File: src/rtl/seq_scan_ctrl_if.sv
// Bundles the requester, detector and result pins of seq_scan_ctrl.
// The master modport is the controller side; slave is the surrounding environment.
interface seq_scan_ctrl_if #(
    parameter int N = 4,
    parameter int W = 16
);
    localparam int ID_W  = $clog2(N);
    localparam int CNT_W = $clog2(W + 1);
    localparam int POS_W = $clog2(W);

    logic [N-1:0]     req_valid;
    logic [N*W-1:0]   req_data;
    logic [N-1:0]     req_ready;
    logic             det_inp;
    logic             det_rst_n;
    logic             det_out;
    logic             res_valid;
    logic             res_ready;
    logic [ID_W-1:0]  res_id;
    logic [CNT_W-1:0] res_count;
    logic [POS_W-1:0] res_first;
    logic             busy;

    modport master (
        input  req_valid, req_data, det_out, res_ready,
        output req_ready, det_inp, det_rst_n, res_valid, res_id, res_count, res_first, busy
    );

    modport slave (
        output req_valid, req_data, det_out, res_ready,
        input  req_ready, det_inp, det_rst_n, res_valid, res_id, res_count, res_first, busy
    );
endinterface

File: src/rtl/seq_scan_ctrl.sv
// Round-robin front end that time-shares one external 1011 detector among N requesters,
// serialising each accepted word MSB-first and reporting match count and first-match position.
module seq_scan_ctrl #(
    parameter int N = 4,
    parameter int W = 16
) (
    input  logic            clk,
    input  logic            reset,
    seq_scan_ctrl_if.master bus
);
    localparam int ID_W  = $clog2(N);
    localparam int CNT_W = $clog2(W + 1);
    localparam int POS_W = $clog2(W);

    typedef enum logic [2:0] {IDLE, CLR, SHIFT, DRAIN, DONE} state_e;

    state_e           state_q,  state_d;
    logic [ID_W-1:0]  rr_ptr_q, rr_ptr_d;
    logic [ID_W-1:0]  id_q,     id_d;
    logic [W-1:0]     shift_q,  shift_d;
    logic [CNT_W-1:0] count_q,  count_d;
    logic [POS_W-1:0] first_q,  first_d;
    logic [POS_W-1:0] k_q,      k_d;
    logic             found_q,  found_d;

    logic             grant_vld;
    logic [ID_W-1:0]  grant_idx;
    logic [N-1:0]     req_ready_c;

    // Search starts one past the last grant so every requester gets a turn.
    always_comb begin
        grant_vld = 1'b0;
        grant_idx = '0;
        for (int off = 1; off <= N; off++) begin
            if (!grant_vld && bus.req_valid[(int'(rr_ptr_q) + off) % N]) begin
                grant_vld = 1'b1;
                grant_idx = ID_W'((int'(rr_ptr_q) + off) % N);
            end
        end
    end

    // NOTE: every signal driven here gets a default first, so no path through the case can leave one unassigned and infer a latch.
    always_comb begin
        state_d     = state_q;
        rr_ptr_d    = rr_ptr_q;
        id_d        = id_q;
        shift_d     = shift_q;
        count_d     = count_q;
        first_d     = first_q;
        k_d         = k_q;
        found_d     = found_q;
        req_ready_c = '0;

        case (state_q)
            IDLE: begin
                if (grant_vld) begin
                    req_ready_c[grant_idx] = 1'b1;
                    shift_d  = bus.req_data[int'(grant_idx)*W +: W];
                    id_d     = grant_idx;
                    rr_ptr_d = grant_idx;
                    state_d  = CLR;
                end
            end
            CLR: begin
                count_d = '0;
                first_d = '0;
                found_d = 1'b0;
                k_d     = '0;
                state_d = SHIFT;
            end
            SHIFT: begin
                shift_d = {shift_q[W-2:0], 1'b0};
                k_d     = k_q + POS_W'(1);
                // A pulse seen at step k was caused by the bit shifted in at step k-1.
                if (bus.det_out) begin
                    count_d = count_q + CNT_W'(1);
                    if (!found_q) begin
                        found_d = 1'b1;
                        first_d = k_q - POS_W'(1);
                    end
                end
                if (k_q == POS_W'(W - 1)) state_d = DRAIN;
            end
            DRAIN: begin
                if (bus.det_out) begin
                    count_d = count_q + CNT_W'(1);
                    if (!found_q) begin
                        found_d = 1'b1;
                        first_d = POS_W'(W - 1);
                    end
                end
                state_d = DONE;
            end
            DONE: begin
                if (bus.res_ready) state_d = IDLE;
            end
            default: state_d = IDLE;
        endcase
    end

    // NOTE: state registers use non-blocking assignments so every flop samples pre-edge values regardless of statement order.
    always_ff @(posedge clk) begin
        if (!reset) begin
            state_q  <= IDLE;
            rr_ptr_q <= ID_W'(N - 1);
            id_q     <= '0;
            shift_q  <= '0;
            count_q  <= '0;
            first_q  <= '0;
            k_q      <= '0;
            found_q  <= 1'b0;
        end else begin
            state_q  <= state_d;
            rr_ptr_q <= rr_ptr_d;
            id_q     <= id_d;
            shift_q  <= shift_d;
            count_q  <= count_d;
            first_q  <= first_d;
            k_q      <= k_d;
            found_q  <= found_d;
        end
    end

    // Outputs are forced to their idle values while reset is held, so the detector clears on the same edge.
    assign bus.req_ready = reset ? req_ready_c : '0;
    assign bus.det_inp   = reset && (state_q == SHIFT) && shift_q[W-1];
    assign bus.det_rst_n = reset && (state_q != CLR);
    assign bus.res_valid = reset && (state_q == DONE);
    assign bus.res_id    = reset ? id_q    : '0;
    assign bus.res_count = reset ? count_q : '0;
    assign bus.res_first = reset ? first_q : '0;
    assign bus.busy      = reset && (state_q != IDLE);
endmodule
File: src/flat_wrapper.sv
// flat-port wrapper written by rule: the top's interface ports become plain ports
module seq_scan_ctrl_flat 
#(
    parameter int N = 4,
    parameter int W = 16
)
  (clk, reset, bus_req_valid, bus_req_data, bus_det_out, bus_res_ready, bus_req_ready, bus_det_inp, bus_det_rst_n, bus_res_valid, bus_res_id, bus_res_count, bus_res_first, bus_busy);
  seq_scan_ctrl_if #(.N(N), .W(W)) bus_i ();
  input  logic clk;
  input  logic reset;
  input wire logic [$bits(bus_i.req_valid)-1:0] bus_req_valid;
  input wire logic [$bits(bus_i.req_data)-1:0] bus_req_data;
  input wire logic [$bits(bus_i.det_out)-1:0] bus_det_out;
  input wire logic [$bits(bus_i.res_ready)-1:0] bus_res_ready;
  output wire logic [$bits(bus_i.req_ready)-1:0] bus_req_ready;
  output wire logic [$bits(bus_i.det_inp)-1:0] bus_det_inp;
  output wire logic [$bits(bus_i.det_rst_n)-1:0] bus_det_rst_n;
  output wire logic [$bits(bus_i.res_valid)-1:0] bus_res_valid;
  output wire logic [$bits(bus_i.res_id)-1:0] bus_res_id;
  output wire logic [$bits(bus_i.res_count)-1:0] bus_res_count;
  output wire logic [$bits(bus_i.res_first)-1:0] bus_res_first;
  output wire logic [$bits(bus_i.busy)-1:0] bus_busy;
  assign bus_i.req_valid = bus_req_valid;
  assign bus_i.req_data = bus_req_data;
  assign bus_i.det_out = bus_det_out;
  assign bus_i.res_ready = bus_res_ready;
  assign bus_req_ready = bus_i.req_ready;
  assign bus_det_inp = bus_i.det_inp;
  assign bus_det_rst_n = bus_i.det_rst_n;
  assign bus_res_valid = bus_i.res_valid;
  assign bus_res_id = bus_i.res_id;
  assign bus_res_count = bus_i.res_count;
  assign bus_res_first = bus_i.res_first;
  assign bus_busy = bus_i.busy;
  seq_scan_ctrl #(.N(N), .W(W)) u_core (.clk(clk), .reset(reset), .bus(bus_i));
endmodule
File: config.mk
export PLATFORM = sky130hd
export DESIGN_NAME = seq_scan_ctrl_flat
export DESIGN_NICKNAME = d
export VERILOG_FILES = /design/src/rtl/seq_scan_ctrl_if.sv /design/src/rtl/seq_scan_ctrl.sv /design/src/flat_wrapper.sv
export SDC_FILE = /design/constraint.sdc
export NUM_CORES = 1
export LEC_CHECK = 0
export ABC_AREA = 1
export CORE_AREA = 2 2 83 85
export DETAILED_ROUTE_END_ITERATION = 16
export DIE_AREA = 0 0 85 87
export GPL_TIMING_DRIVEN = 1
export PLACE_DENSITY = 0.75
export SLEW_MARGIN = 20
export SYNTH_ARGS = -nofsm -noshare
export SYNTH_HDL_FRONTEND = slang
export SYNTH_SLANG_ARGS = --single-unit
export TNS_END_PERCENT = 50
File: constraint.sdc
create_clock -name clk -period 1.7 [get_ports clk]
set_input_delay 0.255 -clock clk [delete_from_list [all_inputs] [get_ports clk]]
set_output_delay 0.255 -clock clk [all_outputs]
set_load 0.01 [all_outputs]
Word level (Yosys, flattened, before mapping) --
Index checks and enable logic that the tools add are counted. W data, S select, Z words.
Storage, ports and cells: bits in registers 37, input bits 72, output and inout port bits 19, logic and storage cells 112
Cells by class: $add $sub $neg 7, magnitude comparators 6, eq/ne operators 14, shift-type cells 1, multiplexer cells 44, bitwise operators 4, reductions and logical operators 28
Operators with widths (number):
- $shiftx A64 B7 Y16 | 1
- $mux W4 | 8
- $pmux W16 S2 | 1
- $lt A3 B4 Y1 const B | 4
- $mux W16 | 1
- $pmux W3 S5 | 1
- $mux W1 | 14
- $pmux W4 S3 | 1
- $mux W2 | 5
- $mux W5 | 2
- $ne A2 B2 Y1 const B | 5
- $pmux W5 S2 | 1
- $reduce_or A2 Y1 | 5
- $logic_and A1 B1 Y1 | 9
- $mux W3 | 3
- $bmux W1 S2 | 4
- $pmux W4 S2 | 1
- $eq A3 B2 Y1 const B | 2
- $ne A2 B1 Y1 const B | 3
- $reduce_and A2 Y1 | 3
- $reduce_bool A2 Y1 | 3
- $reduce_bool A3 Y1 | 2
- $add A5 B1 Y5 const B | 1
- $reduce_and A5 Y1 | 1
- other kinds (16) | 23

Logic depth before layout (Yosys ltp) --
depth after elaboration 23, gate-level depth with buffers 16, depth with buffers taken out 15

Worst setup path before layout --
No wires, ideal clock.
path kind reg-to-output, from register u_core.rr_ptr_q[1], to output port bus_req_ready[0], data arrival time 1.639 ns, required time 1.445 ns, slack -0.194 ns, stages on the path, launching flop included 12, path buffers 2, cell sequence dfxtp_1 > inv_2 > nand2_1 > nand2_1 > nand2_1 > a21boi_1 > nand2_1 > inv_1 > nand2_1 > buf_4 > buf_4 > nor3_1
On the way: word-level cells in the longest chain between the ends 21, elaborated cells between the ends (all ways) 38, classes of those cells 4 x add/sub; 2 x order compare; 25 x mux; 7 x reduce/logical
RTL lines:
- start, declared | line seq_scan_ctrl.sv:18 | logic [ID_W-1:0] rr_ptr_q, rr_ptr_d;
- start signal, assigned | line seq_scan_ctrl.sv:105 | rr_ptr_q <= ID_W'(N - 1);
- start signal, assigned | line seq_scan_ctrl.sv:114 | rr_ptr_q <= rr_ptr_d;
- $add A2 B1 Y2 | line seq_scan_ctrl.sv:35, seq_scan_ctrl.sv:37
- $bmux W1 S2 | line seq_scan_ctrl.sv:35 | if (!grant_vld && bus.req_valid[(int'(rr_ptr_q) + off) % N]) begin
- $mux W1 (implied by the code) (2 in series) | line seq_scan_ctrl.sv:35
- $mux W1 | line seq_scan_ctrl.sv:35
- $logic_not A1 Y1 | line seq_scan_ctrl.sv:35
- $logic_and A1 B1 Y1 | line seq_scan_ctrl.sv:35
- $mux W1 | line seq_scan_ctrl.sv:35
- $logic_not A1 Y1 | line seq_scan_ctrl.sv:35
- [... 4 more ...]
- $mux W2 | line seq_scan_ctrl.sv:35
- $lt A2 B3 Y1 (implied by the code) / $ge A2 B1 Y1 (equally long branches) | line seq_scan_ctrl.sv:57 | req_ready_c[grant_idx] = 1'b1;
- $logic_and A1 B1 Y1 (implied by the code) | line seq_scan_ctrl.sv:57
- $mux W1 (implied by the code) | line seq_scan_ctrl.sv:57
- $demux W1 S2
- $mux W4 * | line seq_scan_ctrl.sv:56 | if (grant_vld) begin
- $mux W4 * | line seq_scan_ctrl.sv:54 | case (state_q)
- $mux W4 * | line seq_scan_ctrl.sv:125 | assign bus.req_ready = reset ? req_ready_c : '0;
- end, declared | line flat_wrapper.sv:15 | output wire logic [$bits(bus_i.req_ready)-1:0] bus_req_ready;
Mark *: on every way between the ends. The rest lies on a longest branch, timed or not. The select of a mux whose other input is x is not followed.

Final worst setup path --
from input port bus_req_valid[1], to output port bus_req_ready[3]
On the way: word-level cells in the longest chain between the ends 20, elaborated cells between the ends (all ways) 34, classes of those cells 2 x order compare; 25 x mux; 7 x reduce/logical
RTL lines:
- start, declared | line flat_wrapper.sv:11 | input wire logic [$bits(bus_i.req_valid)-1:0] bus_req_valid;
- $bmux W1 S2 | line seq_scan_ctrl.sv:35
- $mux W1 (implied by the code) (2 in series) | line seq_scan_ctrl.sv:35
- $mux W1 | line seq_scan_ctrl.sv:35
- $logic_not A1 Y1 | line seq_scan_ctrl.sv:35
- $logic_and A1 B1 Y1 | line seq_scan_ctrl.sv:35
- $mux W1 | line seq_scan_ctrl.sv:35
- $logic_not A1 Y1 | line seq_scan_ctrl.sv:35
- $logic_and A1 B1 Y1 | line seq_scan_ctrl.sv:35
- [... 3 more ...]
- $mux W2 | line seq_scan_ctrl.sv:35
- $lt A2 B3 Y1 (implied by the code) / $ge A2 B1 Y1 (equally long branches) | line seq_scan_ctrl.sv:57
- $logic_and A1 B1 Y1 (implied by the code) | line seq_scan_ctrl.sv:57
- $mux W1 (implied by the code) | line seq_scan_ctrl.sv:57
- $demux W1 S2
- $mux W4 * | line seq_scan_ctrl.sv:56
- $mux W4 * | line seq_scan_ctrl.sv:54
- $mux W4 * | line seq_scan_ctrl.sv:125
Marked as above.

==> run_results.csv <==
group,metric,value,unit
status,run_status,"finished, violations left",
grt,antenna_found_initial,0,
drt,detail_route.vias_per_cell,4.912,
cts,cts_max_level,2,
sta,unrepaired_setup_endpoints_after_global_routing,"yes",
drt,drcViolationCount,0,
sta,timing.clock.skew,0.009165,ns
grt,grt_usage,0.1908,
power_and_ir_drop,combPwrFrac,0.750,
worst_setup_path,path_cells,"clkdlybuf4s50_1, nand2_1, nand2_1, nand2_1, o21ai_4, nand3b_4, nand2_4, nor2_4, buf_4, nand2_4, nor2_4, buf_6",
worst_setup_path,launch_point_of_the_critical_path,"bus_req_valid[1]",
logic_synthesis,synth_fp_nets,497,
placed_design,post-place-ws,-0.9088,ns
cts,cts_tree,"done",
logic_synthesis,yosysTopAreaCell,"sky130_fd_sc_hd__dfxtp_1",
logic_synthesis,syn_avg_cell_area,6.108,µm²
power_and_ir_drop,static-leakage-power,1.955,nW
power_and_ir_drop,p_sw,3.595,mW
power_and_ir_drop,p_clk_frac,0.077,
logic_synthesis,yosys_warnings,0,
logic_synthesis,synth_enable_flop_cells,0,
placed_design,dp_wirelength,5462,µm
drt,drt_wl_total,7294,µm
worst_setup_path,crit_required,1.44,ns
cts,tritoncts.num_buffers,5,
placed_design,placement.cell_area,3830,µm²
cts,clock_sink_count,37,
cells_and_area,areaGrowthSynthToFinish,59.27,%
cts,cts-root-to-sink-buffers,2,
min_path,min_from,"reset",
drt,antenna_violating_nets_left,0,
die,io_pins,91,
worst_setup_path,worst_path_largest_cell_delay,0.49,ns
logic_synthesis,dominantRegCellSynth,"sky130_fd_sc_hd__dfxtp_1",
min_path,hold_path_class,"in2reg",
worst_setup_path,crit_buf_inv,3,
grt,number_of_global_route_vias_before_repair,2966,
sta,timing.slew.headroom,0.7575,
sta,worst_pin_slew,0.3604,ns
drt,dr.pass1.iters,4,
cts,clock_insertion_delay_worst_skew,0.29,ns
cells_and_area,finalNetCount,624,
cts,root_driver,"sky130_fd_sc_hd__clkbuf_8",
cells_and_area,num-fill-cells,580,
grt,grt_start_max_net_pins,33,
logic_synthesis,post_synth_most_frequent_cells,"sky130_fd_sc_hd__nand2_1 (154), sky130_fd_sc_hd__nand3_1 (59), sky130_fd_sc_hd__inv_1 (54)",
worst_setup_path,critical-path-slowest-cell,"sky130_fd_sc_hd__clkdlybuf4s50_1",
placed_design,port_buffers,90,
worst_setup_path,path_max_fanout,3,
sta,finalCritPeriodShare,1.240,
placed_design,gp_routability_congestion,0.8434,
power_and_ir_drop,cellPowerDensity,1755,nW/µm²
die,chipWidth,85,µm
worst_setup_path,worstSetupStartpointType,"input pin",
sta,finalMaxSlewViolations,0,
die,floorplan.initialDensity,0.3924,
sta,hold_violations,0,
logic_synthesis,number_of_different_library_cells_in_the_post_synthesis_netlist,34,
logic_synthesis,synthTopCellsByArea,"sky130_fd_sc_hd__dfxtp_1 (29%), sky130_fd_sc_hd__nand2_1 (22%), sky130_fd_sc_hd__nand3_1 (11%)",
grt,grt_overflow,0,
worst_setup_path,path_delay_family,"simple AND/OR/NAND/NOR gates",
worst_setup_path,cp_common_cell,"sky130_fd_sc_hd__nand2_1",
logic_synthesis,most_used_standard_cell_by_instance_count_after_synthesis,"sky130_fd_sc_hd__nand2_1",
sta,setup_ws,-0.4079,ns
worst_setup_path,crit_path_end_kind,"output pin",
cts,clkSlewWorstSetupHoldPaths,0.06,ns
sta,finalSetupViolCount,22,
sta,period_minus_slack,2.108,ns
worst_setup_path,rr_startpoint,"u_core.rr_ptr_q[0]$_SDFFE_PN1P_",
logic_synthesis,synth_largest_type_area_fraction,0.2874,
logic_synthesis,synth_async_sr_flop_share,0,
drt,via_count,3085,
grt,global_route_wire_length_before_repair,11880,µm
worst_setup_path,worst-setup-path-type,"in2out",
status,violations,"negative setup slack",
cells_and_area,drive_above_1_share,0.2135,
logic_synthesis,synth_sequential_area_ratio,0.2874,
power_and_ir_drop,max_rail_drop_vdd,0.0008757,V
die,die-height,87,µm
drt,routedWlPerCell,11.61,µm
cells_and_area,finish.instance_area,4105,µm²
logic_synthesis,ys_ff_latch,37,
die,die-area,7395,µm²
logic_synthesis,syn_inst,422,
die,rows,30,
cells_and_area,share_of_the_core_filled_with_cells,0.6250,
drt,drt-initial-drc-count,91,
cells_and_area,n_antenna_cell,0,
power_and_ir_drop,internal_power,3.611,mW
power_and_ir_drop,swShare,0.4989,
power_and_ir_drop,sequentialPowerShare,0.173,
run,max_cap_violations,0,
die,core_region,6569,µm²
sta,fmax,474.4,MHz
worst_setup_path,crit_arrival,1.85,ns
logic_synthesis,netlist_area,2577,µm²
==> cell usage in the layout (no fill, tap or decap), types with 4 or more instances in the layout <==
cell,n
sky130_fd_sc_hd__nor4_1,4
sky130_fd_sc_hd__nand2_2,12
sky130_fd_sc_hd__buf_6,6
sky130_fd_sc_hd__nor3_4,4
sky130_fd_sc_hd__nand3_1,59
sky130_fd_sc_hd__inv_1,49
sky130_fd_sc_hd__buf_2,4
sky130_fd_sc_hd__nand2_1,134
sky130_fd_sc_hd__clkbuf_8,5
sky130_fd_sc_hd__o21ai_0,13
sky130_fd_sc_hd__inv_2,7
sky130_fd_sc_hd__o22ai_1,14
sky130_fd_sc_hd__clkdlybuf4s50_1,79
sky130_fd_sc_hd__buf_4,42
sky130_fd_sc_hd__dlygate4sd2_1,4
sky130_fd_sc_hd__inv_4,6
sky130_fd_sc_hd__nand2_4,13
sky130_fd_sc_hd__dfxtp_1,34
sky130_fd_sc_hd__nor2_1,10
sky130_fd_sc_hd__a21oi_1,11
==> routing by layer <==
| metal | wire, µm | track usage |
|---|---|---|
| met5 | 0 | 0 |
| met4 | 127 | 0.05483 |
| met3 | 335 | 0.02938 |
| met2 | 3724 | 0.3551 |
| met1 | 3108 | 0.2259 |
==> flip-flops by register name, indices dropped and copies added, names as in the netlist <==
name             flops
u_core.shift_q      16
u_core.count_q       5
u_core.first_q       4
u_core.k_q           4
u_core.state_q       3
u_core.id_q          2
u_core.rr_ptr_q      2
u_core.found_q       1
==> per-stage QoR <==
stage / TNS, ns / std cells / power [mW] / hold WS [ns]
CTS: -6.316 / 625 / 6.831 / 0.4736
floorplan: -0.1062 / 422 / 4.877 / 0.4433
global placement: -15.39 / 614 / 5.886 / 0.4557
detailed placement: -17.28 / 614 / 6.013 / 0.4631
global route: -8.996 / 628 / 7.859 / 0.3996
finish: -5.105 / 628 / 7.206 / 0.3922
==> kinds of logic after synthesis <==
group | after synthesis | share of synthesized area
fa+ha+maj | 3 | 0.01456
simple gates | 251 | 0.4427
buf+inv | 80 | 0.1398
compound gates | 49 | 0.1087
flops | 37 | 0.2874
xor+xnor | 2 | 0.006797
==> power by group through the flow <==
stage,Sequential (mW),Clock [mW],Combinational [mW]
2_1_floorplan,1.23,0,3.65
3_3_place_gp,1.23,0,4.65
3_5_place_dp,1.24,0,4.77
4_1_cts,1.24,0.574,5.02
5_1_grt,1.27,0.605,5.99
6_report,1.25,0.553,5.41
==> worst paths after layout <==
path | end | slack, ns | cells after the start
hold / removal | u_core.found_q$_SDFFE_PN0P_ | 0.39 | 4
setup / recovery | bus_req_ready[3] | -0.41 | 12
setup reg to reg | u_core.shift_q[0]$_SDFFE_PN0P_ | -0.30 | 15
hold reg to reg | u_core.id_q[1]$_SDFFE_PN0P_ | 0.47 | 2
==> layout make-up <==
type	count	area, µm²	area share
inverter	62	247.7	0.06035
multi-input combinational	305	1670	0.4069
sequential	37	749.5	0.1826
timing repair buffer	138	1264	0.3078
clock buffer	5	68.82	0.01676
clock inverter	1	5.005	0.001219
tap	80	100.1	0.02438
==> timing repair <==
item / CTS / global route
pin swaps: 13 / 11
hold buffers: 0 / 0
gates resized for setup: 48 / 33
setup buffers: 5 / 3
setup endpoints to repair: 38 / 43
==> worst reg2reg max path: stages, from the launching register on <==
cell and delay (ns):
sky130_fd_sc_hd__dfxtp_4 0.40, sky130_fd_sc_hd__inv_4 0.07, sky130_fd_sc_hd__nand2_1 0.08, sky130_fd_sc_hd__nand2_1 0.08, sky130_fd_sc_hd__nand2_1 0.10, sky130_fd_sc_hd__nand2_2 0.10
sky130_fd_sc_hd__nor2_8 0.13, sky130_fd_sc_hd__nand4_1 0.12, sky130_fd_sc_hd__nand2_2 0.10, sky130_fd_sc_hd__buf_6 0.11, sky130_fd_sc_hd__buf_4 0.10, sky130_fd_sc_hd__buf_6 0.16
sky130_fd_sc_hd__nand3_1 0.10, sky130_fd_sc_hd__nand2_1 0.10, sky130_fd_sc_hd__nand2_1 0.06, sky130_fd_sc_hd__a21oi_1 0.12
(Power assumes the default switching activity.)
